[src/rtl/nonce_sched_if.sv]
// Host work/result, pipeline issue and compare-stage signals of the nonce scheduler.
// slave is the scheduler side; master is the host/pipeline side.
interface nonce_sched_if;
    logic        work_valid;
    logic        work_ready;
    logic [31:0] work_start;
    logic [31:0] work_count;
    logic [63:0] work_target;
    logic        abort;
    logic        core_hold;
    logic        issue_valid;
    logic [31:0] issue_nonce;
    logic [63:0] target;
    logic        cmp_valid;
    logic        cmp_found;
    logic [31:0] cmp_nonce;
    logic        res_valid;
    logic        res_ready;
    logic [1:0]  res_status;
    logic [31:0] res_nonce;
    logic        busy;
    logic [47:0] hash_cnt;

    modport slave (
        input  work_valid, work_start, work_count, work_target, abort, core_hold,
               cmp_valid, cmp_found, cmp_nonce, res_ready,
        output work_ready, issue_valid, issue_nonce, target, res_valid, res_status,
               res_nonce, busy, hash_cnt
    );

    modport master (
        output work_valid, work_start, work_count, work_target, abort, core_hold,
               cmp_valid, cmp_found, cmp_nonce, res_ready,
        input  work_ready, issue_valid, issue_nonce, target, res_valid, res_status,
               res_nonce, busy, hash_cnt
    );
endinterface

[src/rtl/nonce_sched.sv]
// Work controller for the blake2b pipeline: issues one nonce per cycle, tracks
// in-flight results and returns one result record per work item.
module nonce_sched #(
    parameter int unsigned PIPE_DEPTH = 128,
    parameter int unsigned INFL_W     = 8
) (
    input  logic          clk,
    input  logic          rst,
    nonce_sched_if.slave  bus
);
    typedef enum logic [1:0] {S_IDLE, S_ISSUE, S_DRAIN, S_REPORT} state_t;

    localparam logic [1:0]        ST_FOUND = 2'b01;
    localparam logic [1:0]        ST_EXH   = 2'b10;
    localparam logic [1:0]        ST_ABORT = 2'b11;
    localparam logic [INFL_W-1:0] DEPTH    = INFL_W'(PIPE_DEPTH);

    state_t            r_state, w_state_n;
    logic [31:0]       r_cur, w_cur_n;
    logic [32:0]       r_rem, w_rem_n;
    logic [INFL_W-1:0] r_infl, w_infl_n;
    logic              r_hit, w_hit_n;
    logic              r_abt, w_abt_n;
    logic [31:0]       r_hit_nonce, w_hit_nonce_n;
    logic [63:0]       r_target, w_target_n;
    logic              r_issue_valid;
    logic [31:0]       r_issue_nonce, w_issue_nonce_n;
    logic              r_res_valid, w_res_valid_n;
    logic [1:0]        r_res_status, w_res_status_n;
    logic [31:0]       r_res_nonce, w_res_nonce_n;
    logic [47:0]       r_hash_cnt, w_hash_cnt_n;
    logic              r_work_ready;
    logic              r_busy;
    logic              w_active, w_hit, w_abort, w_retire, w_issue;

    always_comb begin
        w_active = (r_state == S_ISSUE) || (r_state == S_DRAIN);
        w_hit    = w_active && bus.cmp_valid && bus.cmp_found && !r_hit;
        w_abort  = w_active && bus.abort && !r_hit && !w_hit;
        w_retire = bus.cmp_valid && (r_infl != '0);
        // A hit or abort seen this cycle suppresses the issue so nothing new enters after the stop.
        w_issue  = (r_state == S_ISSUE) && !bus.core_hold && (r_infl < DEPTH) && !w_hit && !bus.abort;

        w_state_n       = r_state;
        w_cur_n         = r_cur;
        w_rem_n         = r_rem;
        w_hit_n         = r_hit;
        w_abt_n         = r_abt;
        w_hit_nonce_n   = r_hit_nonce;
        w_target_n      = r_target;
        w_issue_nonce_n = r_issue_nonce;
        w_res_valid_n   = r_res_valid;
        w_res_status_n  = r_res_status;
        w_res_nonce_n   = r_res_nonce;
        w_hash_cnt_n    = r_hash_cnt;

        if (w_issue) begin
            w_issue_nonce_n = r_cur;
            w_cur_n         = r_cur + 32'd1;
            w_rem_n         = r_rem - 33'd1;
            w_hash_cnt_n    = r_hash_cnt + 48'd1;
        end
        w_infl_n = r_infl + INFL_W'(w_issue) - INFL_W'(w_retire);

        if (w_hit) begin
            w_hit_n       = 1'b1;
            w_hit_nonce_n = bus.cmp_nonce;
        end
        if (w_abort) begin
            w_abt_n = 1'b1;
        end

        case (r_state)
            S_IDLE: begin
                if (bus.work_valid) begin
                    w_state_n     = S_ISSUE;
                    w_cur_n       = bus.work_start;
                    w_rem_n       = (bus.work_count == '0) ? 33'h1_0000_0000 : {1'b0, bus.work_count};
                    w_target_n    = bus.work_target;
                    w_hit_n       = 1'b0;
                    w_abt_n       = 1'b0;
                    w_hit_nonce_n = '0;
                end
            end
            S_ISSUE: begin
                if (w_hit || w_abort || (w_issue && (r_rem == 33'd1))) begin
                    w_state_n = S_DRAIN;
                end
            end
            S_DRAIN: begin
                if (r_infl == '0) begin
                    w_state_n      = S_REPORT;
                    w_res_valid_n  = 1'b1;
                    w_res_status_n = w_hit_n ? ST_FOUND : (w_abt_n ? ST_ABORT : ST_EXH);
                    w_res_nonce_n  = w_hit_n ? w_hit_nonce_n : '0;
                end
            end
            S_REPORT: begin
                if (bus.res_ready) begin
                    w_state_n     = S_IDLE;
                    w_res_valid_n = 1'b0;
                end
            end
            default: w_state_n = S_IDLE;
        endcase
    end

    always_ff @(posedge clk or negedge rst) begin
        if (!rst) begin
            r_state       <= S_IDLE;
            r_cur         <= '0;
            r_rem         <= '0;
            r_infl        <= '0;
            r_hit         <= 1'b0;
            r_abt         <= 1'b0;
            r_hit_nonce   <= '0;
            r_target      <= '0;
            r_issue_valid <= 1'b0;
            r_issue_nonce <= '0;
            r_res_valid   <= 1'b0;
            r_res_status  <= '0;
            r_res_nonce   <= '0;
            r_hash_cnt    <= '0;
            r_work_ready  <= 1'b1;
            r_busy        <= 1'b0;
        end else begin
            r_state       <= w_state_n;
            r_cur         <= w_cur_n;
            r_rem         <= w_rem_n;
            r_infl        <= w_infl_n;
            r_hit         <= w_hit_n;
            r_abt         <= w_abt_n;
            r_hit_nonce   <= w_hit_nonce_n;
            r_target      <= w_target_n;
            r_issue_valid <= w_issue;
            r_issue_nonce <= w_issue_nonce_n;
            r_res_valid   <= w_res_valid_n;
            r_res_status  <= w_res_status_n;
            r_res_nonce   <= w_res_nonce_n;
            r_hash_cnt    <= w_hash_cnt_n;
            r_work_ready  <= (w_state_n == S_IDLE);
            r_busy        <= (w_state_n != S_IDLE);
        end
    end

    assign bus.work_ready  = r_work_ready;
    assign bus.issue_valid = r_issue_valid;
    assign bus.issue_nonce = r_issue_nonce;
    assign bus.target      = r_target;
    assign bus.res_valid   = r_res_valid;
    assign bus.res_status  = r_res_status;
    assign bus.res_nonce   = r_res_nonce;
    assign bus.busy        = r_busy;
    assign bus.hash_cnt    = r_hash_cnt;
endmodule

[src/flat_wrapper.sv]
// flat-port wrapper written by rule: the top's interface ports become plain ports
module nonce_sched_flat 
#(
    parameter int unsigned PIPE_DEPTH = 128,
    parameter int unsigned INFL_W     = 8
)
  (clk, rst, bus_work_valid, bus_work_start, bus_work_count, bus_work_target, bus_abort, bus_core_hold, bus_cmp_valid, bus_cmp_found, bus_cmp_nonce, bus_res_ready, bus_work_ready, bus_issue_valid, bus_issue_nonce, bus_target, bus_res_valid, bus_res_status, bus_res_nonce, bus_busy, bus_hash_cnt);
  nonce_sched_if bus_i ();
  input  logic clk;
  input  logic rst;
  input wire logic [$bits(bus_i.work_valid)-1:0] bus_work_valid;
  input wire logic [$bits(bus_i.work_start)-1:0] bus_work_start;
  input wire logic [$bits(bus_i.work_count)-1:0] bus_work_count;
  input wire logic [$bits(bus_i.work_target)-1:0] bus_work_target;
  input wire logic [$bits(bus_i.abort)-1:0] bus_abort;
  input wire logic [$bits(bus_i.core_hold)-1:0] bus_core_hold;
  input wire logic [$bits(bus_i.cmp_valid)-1:0] bus_cmp_valid;
  input wire logic [$bits(bus_i.cmp_found)-1:0] bus_cmp_found;
  input wire logic [$bits(bus_i.cmp_nonce)-1:0] bus_cmp_nonce;
  input wire logic [$bits(bus_i.res_ready)-1:0] bus_res_ready;
  output wire logic [$bits(bus_i.work_ready)-1:0] bus_work_ready;
  output wire logic [$bits(bus_i.issue_valid)-1:0] bus_issue_valid;
  output wire logic [$bits(bus_i.issue_nonce)-1:0] bus_issue_nonce;
  output wire logic [$bits(bus_i.target)-1:0] bus_target;
  output wire logic [$bits(bus_i.res_valid)-1:0] bus_res_valid;
  output wire logic [$bits(bus_i.res_status)-1:0] bus_res_status;
  output wire logic [$bits(bus_i.res_nonce)-1:0] bus_res_nonce;
  output wire logic [$bits(bus_i.busy)-1:0] bus_busy;
  output wire logic [$bits(bus_i.hash_cnt)-1:0] bus_hash_cnt;
  assign bus_i.work_valid = bus_work_valid;
  assign bus_i.work_start = bus_work_start;
  assign bus_i.work_count = bus_work_count;
  assign bus_i.work_target = bus_work_target;
  assign bus_i.abort = bus_abort;
  assign bus_i.core_hold = bus_core_hold;
  assign bus_i.cmp_valid = bus_cmp_valid;
  assign bus_i.cmp_found = bus_cmp_found;
  assign bus_i.cmp_nonce = bus_cmp_nonce;
  assign bus_i.res_ready = bus_res_ready;
  assign bus_work_ready = bus_i.work_ready;
  assign bus_issue_valid = bus_i.issue_valid;
  assign bus_issue_nonce = bus_i.issue_nonce;
  assign bus_target = bus_i.target;
  assign bus_res_valid = bus_i.res_valid;
  assign bus_res_status = bus_i.res_status;
  assign bus_res_nonce = bus_i.res_nonce;
  assign bus_busy = bus_i.busy;
  assign bus_hash_cnt = bus_i.hash_cnt;
  nonce_sched #(.PIPE_DEPTH(PIPE_DEPTH), .INFL_W(INFL_W)) u_core (.clk(clk), .rst(rst), .bus(bus_i));
endmodule
[config.mk]
export PLATFORM = sky130hd
export DESIGN_NAME = nonce_sched_flat
export DESIGN_NICKNAME = d
export VERILOG_FILES = /design/src/rtl/nonce_sched_if.sv /design/src/rtl/nonce_sched.sv /design/src/flat_wrapper.sv
export SDC_FILE = /design/constraint.sdc
export NUM_CORES = 1
export LEC_CHECK = 0
export CAP_MARGIN = 25
export CORE_UTILIZATION = 53
export CTS_CLUSTER_SIZE = 12
export DETAILED_ROUTE_END_ITERATION = 8
export GPL_TIMING_DRIVEN = 1
export PLACE_DENSITY = 0.86
export RECOVER_POWER = 50
export SETUP_SLACK_MARGIN = 0.5
export SLEW_MARGIN = 15
export SYNTH_ARGS = -nofsm -noshare
export SYNTH_HDL_FRONTEND = slang
export SYNTH_SLANG_ARGS = --single-unit
[constraint.sdc]
create_clock -name clk -period 7.3 [get_ports clk]
set_clock_uncertainty 0.15 [all_clocks]
set_input_delay 0.73 -clock clk [delete_from_list [all_inputs] [get_ports clk]]
set_output_delay 0.73 -clock clk [all_outputs]
set_load 0.02 [all_outputs]
Word level (Yosys, flattened, before mapping)
Cells that the tools add are included. Widths: inputs -> output; s select.

Bits in registers: 291. Word-level logic and storage cells: 84.

Add/sub/neg operators: 5. $lt $le $gt $ge: 1. Equal/unequal tests: 6. Muxes and demuxes: 27. Reductions and logical operators: 29.

Operator list (count): $mux 32 (7); $mux 33 (4); $add 48x1->48 const B (1); $eq 33x1->1 const B (1); $sub 33x1->33 const B (1); $add 32x1->32 const B (1); $logic_not 32->1 (1); $logic_and 1x1->1 (12); $mux 2 (5); $mux 1 (9); $add 8x1->8 (1); $logic_not 8->1 (1); $lt 8x8->1 const B (1); $pmux 2 s4 (1); $reduce_bool 8->1 (1); $sub 8x1->8 (1); $eq 2x2->1 const B (2); $logic_not 1->1 (4); $logic_not 2->1 (2); $ne 2x2->1 const B (2); $reduce_and 2->1 (2); $reduce_bool 2->1 (2); $logic_or 1x1->1 (3); $reduce_and 3->1 (1); 2 further kinds (2).

Depth between registers and ports, before layout
Word-level depth: 13. Depth in mapped cells: 15. Mapped depth without buffers: 14.

Worst setup path after synthesis
OpenSTA, ideal clock, no wires.

Path kind: in2reg. From: in bus_core_hold. To: reg u_core.r_infl[6]. Setup time: 0.121 ns. Arrival: 3.262 ns. Slack: 3.768 ns. Stages on the path: 13. Cell sequence: nor4b_4 > nand2_4 > clkinv_1 > buf_1 > buf_1 > ha_1 > inv_1 > fa_1 > nor2b_1 > o21a_1 > o21ai_0 > a21oi_1 > and4b_1.

Cells in the longest elaborated chain, start to end: 7.

Ends and longest elaborated chain: start: declaration (line flat_wrapper.sv:16) `input wire logic [$bits(bus_i.core_hold)-1:0] bus_core_hold;`; $logic_not 1->1 (line nonce_sched.sv:42) `w_issue = (r_state == S_ISSUE) && !bus.core_hold && (r_infl < DEPTH) && !w_hit && !bus.abort;`; $logic_and 1x1->1 (4 in series) (line nonce_sched.sv:42); via u_core.w_issue (line nonce_sched.sv:34) `logic w_active, w_hit, w_abort, w_retire, w_issue;`; $add 8x1->8 (line nonce_sched.sv:63) `w_infl_n = r_infl + INFL_W'(w_issue) - INFL_W'(w_retire);`; $sub 8x1->8 (line nonce_sched.sv:63); via u_core.w_infl_n[6] (line nonce_sched.sv:21) `logic [INFL_W-1:0] r_infl, w_infl_n;`; end signal: assignment (line nonce_sched.sv:130) `r_infl <= w_infl_n;`; end: declaration (line nonce_sched.sv:21).

The timed path passes the listed nets, and every way through them passes these cells. A chain may end at the register's enable or synchronous reset.

Worst setup path after layout
From: reg u_core.r_state[0]. To: reg u_core.r_rem[15].

Cells in the longest elaborated chain, start to end: 11. Elaborated cells on any way between the ends: 15. Classes of those cells: eq/ne (2); mux (3); reduce/logical (10).

Ends and longest elaborated chain: start: declaration (line nonce_sched.sv:18) `state_t r_state, w_state_n;`; start signal: assignment (line nonce_sched.sv:127) `r_state <= w_state_n;`; $eq 2x1->1 or $eq 2x2->1 (tied branches) (line nonce_sched.sv:37, nonce_sched.sv:42); $logic_or 1x1->1 (line nonce_sched.sv:37) `w_active = (r_state == S_ISSUE) || (r_state == S_DRAIN);`; $logic_and 1x1->1 (3 in series) (line nonce_sched.sv:38) `w_hit = w_active && bus.cmp_valid && bus.cmp_found && !r_hit;`; $logic_not 1->1 (line nonce_sched.sv:42); $logic_and 1x1->1 (2 in series) (line nonce_sched.sv:42); $mux 33 (line nonce_sched.sv:57) `if (w_issue) begin`; $mux 33 (line nonce_sched.sv:75) `if (bus.work_valid) begin`; $mux 33 * (line nonce_sched.sv:73) `case (r_state)`; via u_core.w_rem_n[15] (line nonce_sched.sv:20) `logic [32:0] r_rem, w_rem_n;`; end signal: assignment (line nonce_sched.sv:129) `r_rem <= w_rem_n;`; end: declaration (line nonce_sched.sv:20).

Mark *: on every way through the listed nets, which the timed path passes. The rest lies on a longest branch.

==> metrics.md <==
| Metric | Value |
|---|---|
| CP Buf/Inv Count | 2 |
| Crit. Startpoint | u_core.r_state[0]$_DFF_PN0_ |
| Post-synth ARST share | 100% |
| Internal cell power | 4.24 mW |
| Reg2reg end | u_core.r_rem[15]$_DFF_PN0_ |
| Outcome | finished, violations left |
| Setup TNS | 0 ns |
| CP arrival | 3.91 ns |
| Startpoint class of the critical path | flip-flop |
| Sequential share of power | 38.9% |
| Antenna-violating nets left | 0 |
| Starting Density | 54.2% |
| Mapped Area | 13200 µm² |
| GR Overflow Total | 0 |
| Final number of max-transition violations | 126 |
| Initial antenna violation count | 1 |
| Most frequent cells in the layout | nand2_1, dfrtp_1, clkdlybuf4s50_1 |
| Fin. Hold Viols | 0 |
| Pleak | 8.11 nW |
| Layout cells sized above 1 | 4.02% |
| Fillers | 1742 |
| Via density | 5.57 |
| Detailed Route WL | 37000 µm |
| Switching Share | 38.3% |
| Dpl cells | 1994 |
| Reg2Reg Setup Slack | 3.54 ns |
| First-pass GRT wire length | 59300 µm |
| Final period util | 51.5% |
| Final hold slack | 0.0410 ns |
| Seq/Total Area, Yosys | 55.3% |
| Clk root buf | clkbuf_16 |
| Mux share of post-synthesis cell area | 2.74% |
| DR WL/cell | 18.1 µm |
| Remaining DRCs | 0 |
| Setup ws final | 3.54 ns |
| Violated checks | capacitance limit, slew limit |
| Detailed Place HPWL | 25800 µm |
| Crit-path cells | inv_1 > ha_1 > and2_4 > clkbuf_1 > o21ai_0 |
| Commonest non-fill, non-tap cell in the layout | nand2_1 |
| Worst-path maximum fanout | 56 |
| Final non-filler cell total | 2043 |
| Critical Path End Type | flip-flop |
| Total track usage | 29.1% |
| Yosys warns | 0 |
| DR vias | 11.4k |
| Post-layout minimum cycle time | 3.76 ns |
| Routability cong. | 0.833 |
| Post-CTS resize count | 0 |
| Core region area | 24300 µm² |
| Slew @ Worst Pin | 2.84 ns |
| CTS tree | done |
| Hold Buf Count CTS | 0 |
| Top FF cell, synth | dfrtp_1 |
| CTS sink count | 291 |
| Die width | 160 µm |
| Die area | 25500 µm² |
| CTS buffer count | 30 |
| Slowest-stage cell, CP | clkbuf_1 |
| Simple-gate portion of the synthesized area | 23.6% |
| CP peak stage delay | 1.60 ns |
| # IOs | 350 |
| Place WS | 3.30 ns |
| Worst r2r src | u_core.r_state[0]$_DFF_PN0_ |
| Htree depth | 1 |
| Cell variety after synth | 57 |
| Pwr dens | 384 nW/µm² |
| Worst-Skew Late Latency | 0.55 ns |
| Critical path's top delay family | buffers and inverters |
| Clock Pin Slew Worst Setup and Hold Paths | 0.06 ns |
| Worst Path Required | 7.45 ns |
| Peak supply drop | 0.000233 V |
| Synth-to-layout area growth | 35.9% |
| Final net count | 1892 |
| Max_cap viols | 2 |
| Hold crit path type | input port to asynchronous set/reset pin |
| Largest net degree at the start of global routing | 189 |
| Post-synthesis xor/xnor area fraction | 6.38% |
| Setup Viol. Count Final | 0 |
| Synth Net Count | 1569 |
| EDFF count, synth | 0 |
| Slew HR | -89.4% |
| Post-Syn Area per Cell | 9.55 µm² |
| Die Span Y | 160 µm |
| FMAX | 266 MHz |
| Largest family of logic cells by synthesized area | simple AND/OR/NAND/NOR gates |
| Reg2Reg Depth | 5 |
| Gate Count Post-Synth | 1380 |
| RSZ-0062 raised after global routing | false |
| Post-Synth Adder-Cell Area | 2.05% |
| Port bufs | 349 |
| Bufs on Longest Clock Path | 3 |
| Complex-gate fraction of the synthesized area | 7.05% |
| Initial DRC Count | 787 |
| Critical path class | flip-flop to flip-flop |
| Combinational Power Share | 39.8% |
| Total chip power | 6.88 mW |
| Number of global-route vias before repair | 11.5k |
| Setup Fix Bufs, Post-CTS | 0 |
| Clock power frac | 21.3% |
| Psw | 2.64 mW |
| Synthesized flop and latch total | 291 |
| Pre-antenna DRT Iters | 7 |
| Row cnt | 57 |
[Yosys cell counts (3+ instances only)]
library cell / number / area [µm²]
nand2b_1: 4 / 25.0
or3_1: 17 / 106
xor2_1: 22 / 193
a31oi_1: 15 / 93.8
o211ai_1: 5 / 37.5
nand3_1: 32 / 160
ha_1: 20 / 250
and2_1: 10 / 62.6
a21oi_1: 9 / 45.0
or2_2: 4 / 25.0
a32oi_1: 3 / 26.3
and4_1: 5 / 43.8
nor2_1: 75 / 282
and3_1: 12 / 75.1
or4_1: 4 / 30.0
a21o_1: 3 / 22.5
nand4b_1: 4 / 35.0
inv_1: 28 / 105
clkbuf_1: 55 / 206
xnor2_1: 74 / 648
mux2i_1: 35 / 350
a211o_1: 3 / 26.3
dfrtp_1: 290 / 7260
o21ai_0: 62 / 310
buf_1: 12 / 45.0
nor3_1: 27 / 135
nor4_1: 41 / 257
nand2_1: 408 / 1530
nand4_1: 34 / 213
o31ai_1: 33 / 248
[flip-flops by register name (all words and copies together), names as in the netlist, 2 cells and up]
signal                  cells
u_core.bus.res_status       2
u_core.bus.res_nonce       32
u_core.bus.target          64
u_core.r_state              2
u_core.r_hit_nonce         32
u_core.r_infl               8
u_core.bus.issue_nonce     32
u_core.r_cur               32
u_core.bus.hash_cnt        48
u_core.r_rem               33
[per-stage QoR]
stage / area, µm² / utilization (%)
2_1_floorplan: 13200 / -
3_3_place_gp: 16900 / 69.6
3_5_place_dp: 17000 / 69.8
4_1_cts: 17900 / 73.6
5_1_grt: 17900 / 73.6
6_report: 17900 / 73.6
[worst max path at each step]
stage,to,cells after the start
after global placement,u_core.r_infl[6]$_DFF_PN0_,12
after detailed placement,u_core.r_infl[6]$_DFF_PN0_,12
after global routing,u_core.r_rem[15]$_DFF_PN0_,5
after floorplan,u_core.r_infl[6]$_DFF_PN0_,13
final,u_core.r_rem[15]$_DFF_PN0_,5
after CTS,u_core.bus.hash_cnt[24]$_DFFE_PN0N_,9
[worst register-to-register path: stages, from the launching register on]
cell and delay, ns:
dfrtp_1 0.45, inv_1 0.14, ha_1 0.22, and2_4 0.51, clkbuf_1 1.60, o21ai_0 0.45
[final cells by class]
class / instances / area (µm²) / area share, %
flip-flops and latches: 291 / 7280 / 40.7
inverters: 29 / 109 / 0.608
diodes: 1 / 2.50 / 0.0140
repair buffers: 361 / 3640 / 20.3
clock inverters: 5 / 50.0 / 0.279
clock buffers: 42 / 877 / 4.90
multi-input cells: 990 / 5540 / 30.9
well taps: 324 / 405 / 2.26
[power by group through the flow]
stage | clock network (mW) | registers [mW] | logic (mW)
final | 1.46 | 2.68 | 2.74
after CTS | 1.49 | 2.68 | 2.82
after floorplan | 0 | 3.01 | 1.21
after global placement | 0 | 2.66 | 2.69
after detailed placement | 0 | 2.69 | 2.80
after global routing | 1.54 | 2.75 | 2.99
[layer usage]
layer | global-route usage (%) | part of all wire, % | vias to the layer above
met5 | 0 | 0 | -
met4 | 8.96 | 2.7 | 0
met3 | 7.17 | 8.2 | 59
met2 | 49.8 | 49 | 431
met1 | 36.3 | 40 | 5559
li1 | - | - | 5336
[cells by family (layout without fill, tap and decap cells)]
logic type	after synthesis	count (layout)
adder cells (fa/ha/maj)	21	21
XOR/XNOR	96	96
flip-flops	291	291
AND/OR/NAND/NOR	690	690
multiplexers	36	36
AO/OA/AOI/OAI	147	147
other	0	1
buffers and inverters	99	437
Note: power is estimated with default switching activity, not from simulation.
